**src/rtl/dmem_ctrl_pkg.sv**
```systemverilog
// Shared definitions for the data-memory access controller: FSM state encoding
// and default timeout sizing.
package dmem_ctrl_pkg;

    typedef enum logic [1:0] {
        IDLE = 2'd0,
        BUSY = 2'd1,
        DONE = 2'd2
    } ctrlState_e;

    localparam int DefTimeout = 255;
    localparam int DefToW     = 8;

endpackage

```
**src/rtl/dmem_timeout_cnt.sv**
```systemverilog
// Clearable up-counter with a terminal-count flag, used to bound how long a
// memory access may stay outstanding.
module dmem_timeout_cnt
    import dmem_ctrl_pkg::*;
#(
    parameter int TO_W    = DefToW,
    parameter int TIMEOUT = DefTimeout
) (
    input  logic clk_i,
    input  logic start_i,
    input  logic clr,
    input  logic en,
    output logic termCnt
);

    localparam logic [TO_W-1:0] LastCount = TO_W'(TIMEOUT - 1);

    logic [TO_W-1:0] count;

    // NOTE: sequential state uses non-blocking assignments only, so every
    // register samples the pre-edge values regardless of block ordering.
    always_ff @(posedge clk_i or negedge start_i) begin
        if (!start_i) begin
            count <= '0;
        end else if (clr) begin
            count <= '0;
        end else if (en) begin
            count <= count + TO_W'(1);
        end
    end

    // Only meaningful while counting; the owner leaves BUSY on this flag, so
    // the counter never wraps.
    assign termCnt = en && (count == LastCount);

endmodule

```
**src/rtl/dmem_access_ctrl.sv**
```systemverilog
// Sequences EX/MEM loads and stores onto a multi-cycle data memory, stalling
// the pipeline until the access completes or times out.
module dmem_access_ctrl
    import dmem_ctrl_pkg::*;
#(
    parameter int ADDR_W  = 32,
    parameter int DATA_W  = 32,
    parameter int TIMEOUT = DefTimeout,
    parameter int TO_W    = DefToW
) (
    input  logic              clk_i,
    input  logic              start_i,
    input  logic              MemRead_i,
    input  logic              MemWrite_i,
    input  logic [ADDR_W-1:0] addr_i,
    input  logic [DATA_W-1:0] wdata_i,
    input  logic              mem_ready_i,
    input  logic [DATA_W-1:0] mem_rdata_i,
    output logic              mem_req_o,
    output logic              mem_we_o,
    output logic [ADDR_W-1:0] mem_addr_o,
    output logic [DATA_W-1:0] mem_wdata_o,
    output logic              stall_o,
    output logic [DATA_W-1:0] rdata_o,
    output logic              rdata_valid_o,
    output logic              err_o,
    output logic [31:0]       stall_cnt_o
);

    ctrlState_e state;
    ctrlState_e nextState;
    logic       access;
    logic       timeoutTc;

    assign access = MemRead_i | MemWrite_i;

    dmem_timeout_cnt #(
        .TO_W    (TO_W),
        .TIMEOUT (TIMEOUT)
    ) u_timeout (
        .clk_i   (clk_i),
        .start_i (start_i),
        .clr     (state == IDLE),
        .en      (state == BUSY),
        .termCnt (timeoutTc)
    );

    always_ff @(posedge clk_i or negedge start_i) begin
        if (!start_i) begin
            state <= IDLE;
        end else begin
            state <= nextState;
        end
    end

    // NOTE: every combinational output gets a default first so no path
    // through the case statement leaves it unassigned (no latch inferred).
    always_comb begin
        nextState = state;
        case (state)
            IDLE:    if (access) nextState = BUSY;
            BUSY:    if (mem_ready_i || timeoutTc) nextState = DONE;
            DONE:    nextState = IDLE;
            default: nextState = IDLE;
        endcase
    end

    always_comb begin
        stall_o       = 1'b0;
        rdata_valid_o = 1'b0;
        case (state)
            IDLE:    stall_o = access;
            BUSY:    stall_o = 1'b1;
            DONE:    rdata_valid_o = 1'b1;
            default: ;
        endcase
    end

    // Request and latched access; a read+write collision is issued as a write.
    always_ff @(posedge clk_i or negedge start_i) begin
        if (!start_i) begin
            mem_req_o   <= 1'b0;
            mem_we_o    <= 1'b0;
            mem_addr_o  <= '0;
            mem_wdata_o <= '0;
            rdata_o     <= '0;
            err_o       <= 1'b0;
        end else begin
            mem_req_o <= (nextState == BUSY);
            if (state == IDLE && access) begin
                mem_addr_o  <= addr_i;
                mem_wdata_o <= wdata_i;
                mem_we_o    <= MemWrite_i;
                if (MemRead_i && MemWrite_i) begin
                    err_o <= 1'b1;
                end
            end
            // Ready takes priority over a timeout landing in the same cycle.
            if (state == BUSY) begin
                if (mem_ready_i) begin
                    if (!mem_we_o) begin
                        rdata_o <= mem_rdata_i;
                    end
                end else if (timeoutTc) begin
                    err_o   <= 1'b1;
                    rdata_o <= '0;
                end
            end
        end
    end

    always_ff @(posedge clk_i or negedge start_i) begin
        if (!start_i) begin
            stall_cnt_o <= '0;
        end else if (stall_o && (stall_cnt_o != 32'hFFFF_FFFF)) begin
            stall_cnt_o <= stall_cnt_o + 32'd1;
        end
    end

endmodule

```
**config.mk**
```make
export PLATFORM = sky130hd
export DESIGN_NAME = dmem_access_ctrl
export DESIGN_NICKNAME = d
export VERILOG_FILES = /design/src/rtl/dmem_ctrl_pkg.sv /design/src/rtl/dmem_timeout_cnt.sv /design/src/rtl/dmem_access_ctrl.sv
export SDC_FILE = /design/constraint.sdc
export NUM_CORES = 1
export LEC_CHECK = 0
export BUFFER_PORTS_ARGS = -buffer_cell sky130_fd_sc_hd__buf_2
export CAP_MARGIN = 20
export CELL_PAD_IN_SITES_DETAIL_PLACEMENT = 1
export CELL_PAD_IN_SITES_GLOBAL_PLACEMENT = 1
export CORE_AREA = 2 2 134 136
export CTS_CLUSTER_DIAMETER = 120
export CTS_CLUSTER_SIZE = 20
export DETAILED_ROUTE_END_ITERATION = 12
export DIE_AREA = 0 0 136 138
export HOLD_SLACK_MARGIN = 0.12
export PLACE_DENSITY_LB_ADDON = 0.1
export SETUP_SLACK_MARGIN = 0.05
export SKIP_LAST_GASP = 1
export SYNTH_ARGS = -nofsm -noshare
export SYNTH_HDL_FRONTEND = slang
export SYNTH_SLANG_ARGS = --single-unit
```
**constraint.sdc**
```tcl
create_clock -name clk_i -period 5.3 [get_ports clk_i]
set_input_delay 1.06 -clock clk_i [delete_from_list [all_inputs] [get_ports clk_i]]
set_output_delay 1.06 -clock clk_i [all_outputs]
set_load 0.05 [all_outputs]
```
==> impl_metrics.json <==
{
  "drt_pass1_iterations": 4,
  "cts_num_sinks": 141,
  "pin_count": 234,
  "cts_buffer_depth": 2,
  "synth_edf_count": 0,
  "start_util": 0.3402,
  "synth.distinct_cells": 41,
  "cts_tree": "done",
  "hp-class": "reg -> reg",
  "cts_max_level": 4,
  "routed_wl_um": 15460,
  "area_growth_pct": 33.45,
  "rsz0062_at_grt": "no",
  "first_global_vias": 4877,
  "ctsRootBufferMaster": "clkbuf_16",
  "die_h_um": 138,
  "cts_setup_buffers": 0,
  "drive_above_1_share": 0.4752,
  "grt_start_max_net_pins": 107,
  "max_freq_mhz": 319.4,
  "syn_area_um2": 5966,
  "tns_ns": 0,
  "hold_viol": 0,
  "tightest_slew_ns": 1.058,
  "postSynthNetCount": 581,
  "grt_pass1_wl_um": 25270,
  "drtIter0Drc": 143,
  "cts_buffers": 17,
  "max-cap-violations": 0,
  "status": "completed",
  "synth_cells": 477,
  "clkTransAtPathRegs_ns": 0.06,
  "final_util": 0.4540,
  "synth_seq_area_share": 0.5914,
  "dp_hpwl_um": 11060,
  "synth_ff_type": "dfrtp_1",
  "cp_max_fo": 4,
  "viasPerCell": 4.707,
  "wl_per_cell_um": 16.19,
  "timing.final.max_slew_violations": 0,
  "critPathKind": "in -> out",
  "vias": 4495,
  "ys_warn_count": 0,
  "nets": 817,
  "grt_overflow": 0,
  "setup_violations": 0,
  "ff2ff_setup_slack_ns": 2.88,
  "async_flop_share": 1.000,
  "critical_path.startpoint_type": "primary input",
  "antenna_cells": 0,
  "leakagePower_nw": 4.153,
  "die_x_um": 136,
  "period_needed_ns": 3.131,
  "cts_resized": 0,
  "postCtsHoldBufs": 0,
  "rows": 49,
  "relSlewSlack": 0.2944,
  "yosys_register_bits": 141,
  "place_congestion": 0.7425,
  "antenna_found_initial": 1,
  "arrival_ns": 2.07,
  "end_kind": "output pin",
  "power-per-cell-area_nw_per_um2": 712.0,
  "skew_ns": 0.01368,
  "port_buffers": 233,
  "peakVddDrop_uv": 323.7,
  "drt.antenna.violating_nets": 0,
  "critical_path_required_ns": 4.24,
  "clkLatencyLatePin_ns": 0.42,
  "period_share": 0.5907,
  "syn_avg_cell_area_um2": 12.51,
  "groute.usage.overall": 0.1704,
  "core_um2": 17530,
  "dieArea_um2": 18770,
  "drc": 0
}
## cell families after synthesis
logic type | count (synthesis) | synth area share
buffers and inverters | 54 | 0.03628
AOI/OAI and AO/OA | 25 | 0.02810
adders and majority gates | 3 | 0.006293
muxes | 99 | 0.1799
DFF | 141 | 0.5914
xor gates and xnor gates | 28 | 0.04111
and+or+nand+nor | 127 | 0.1168
## flip-flops by register name (all words and copies together), names as in the netlist
signal           count
u_timeout.count      8
stall_cnt_o         32
mem_wdata_o         32
mem_req_o            1
mem_addr_o          32
state                2
err_o                1
rdata_o             32
mem_we_o             1
## metal layers
layer  part of all wire  routed length [um]  GRT usage  vias up
met5             0.0010                  16          0        -
met1               0.42                6456     0.2067     2205
met2               0.48                7349     0.2756      166
met3              0.092                1423    0.07187       21
li1                   -                   -          -     2101
met4              0.014                 218    0.05099        2
## where the power goes
part	total (W)	leakage [nW]	switching, W	internal (W)
combinational	0.00277	2.13	0.00203	0.000735
clock	0.00114	0.267	0.000477	0.000662
sequential	0.00176	1.76	0.000258	0.00150
total	0.00567	4.15	0.00277	0.00290
## area by class of cell
type / instances / area [um2]
fill: 1950 / 9573
sequential: 141 / 3528
multi-input combinational: 282 / 2235
timing repair buffer: 237 / 1222
clock buffer: 20 / 446.7
tap: 229 / 286.5
inverter: 34 / 127.6
clock inverter: 12 / 115.1
## synthesized netlist by cell type (3+ instances only)
master	count	area [um2]
dfrtp_1	141	3528
mux2_2	66	743.2
nand2_1	47	176.4
inv_1	34	127.6
mux2i_1	33	330.3
xnor2_1	18	157.7
nand3_1	15	75.07
nand4_1	14	87.58
buf_2	10	50.05
xor2_1	10	87.58
and3_1	9	56.30
clkbuf_1	9	33.78
nor2_1	8	30.03
nor3_1	7	35.03
o21ai_0	6	30.03
a21oi_1	4	20.02
a22o_1	4	35.03
a31oi_1	4	25.02
and3_2	3	22.52
ha_1	3	37.54
nor4_1	3	18.77
o31ai_1	3	22.52
## critical path, stage by stage
cell	delay [ns]
buf_2	0.14
nor3_1	0.40
or2_2	0.24
inv_1	0.04
buf_2	0.20
## cells in the final DEF, fill, tap and decap left out, types with 2 or more instances in the layout
cell type | netlist | routed
mux2_2 | 66 | 66
nand4b_1 | 2 | 2
clkinv_2 | 0 | 2
xor2_1 | 10 | 10
dfrtp_1 | 141 | 141
or3_1 | 2 | 2
buf_2 | 10 | 232
nor2b_1 | 2 | 2
nand3_1 | 15 | 15
a31oi_1 | 4 | 4
clkinv_4 | 0 | 4
o31ai_1 | 3 | 3
and3_2 | 3 | 3
inv_6 | 0 | 2
clkbuf_1 | 9 | 2
nor3_1 | 7 | 7
inv_1 | 34 | 34
mux2i_1 | 33 | 33
o21a_1 | 2 | 2
and2_1 | 2 | 2
nor2_1 | 8 | 8
a21oi_1 | 4 | 4
a22o_1 | 4 | 4
nand4_1 | 14 | 14
clkbuf_16 | 0 | 17
and4_1 | 2 | 2
buf_4 | 0 | 3
ha_1 | 3 | 3
xnor2_1 | 18 | 18
and3_1 | 9 | 9
clkinvlp_4 | 0 | 3
nor4_1 | 3 | 3
nand2_1 | 47 | 47
o21ai_0 | 6 | 5
## stage by stage
| stage | std cells | power, W | instance area (um2) | setup slack (ns) | hold WS [ns] |
|---|---|---|---|---|---|
| detailed placement | 922 | 0.004586 | 7372 | 2.138 | 0.4880 |
| finish | 955 | 0.005668 | 7961 | 2.169 | 0.4918 |
| floorplan | 477 | 0.003874 | 5966 | 2.474 | 0.5030 |
| global placement | 922 | 0.004508 | 7372 | 2.163 | 0.4780 |
| CTS | 954 | 0.005754 | 7934 | 2.134 | 0.4982 |
| global route | 955 | 0.005978 | 7961 | 2.083 | 0.5109 |
## path summary, 6_finish.rpt
path	from	endpoint	cells after the start
max	MemWrite_i	stall_o	5
min	err_o	err_o	2
max reg2reg	state[1]	mem_wdata_o[27]	4
min reg2reg	err_o	err_o	2
max in group asynchronous	start_i	stall_cnt_o[2]	3
min in group asynchronous	start_i	stall_cnt_o[31]	1
No activity file was read; power rests on OpenSTA's default activity.
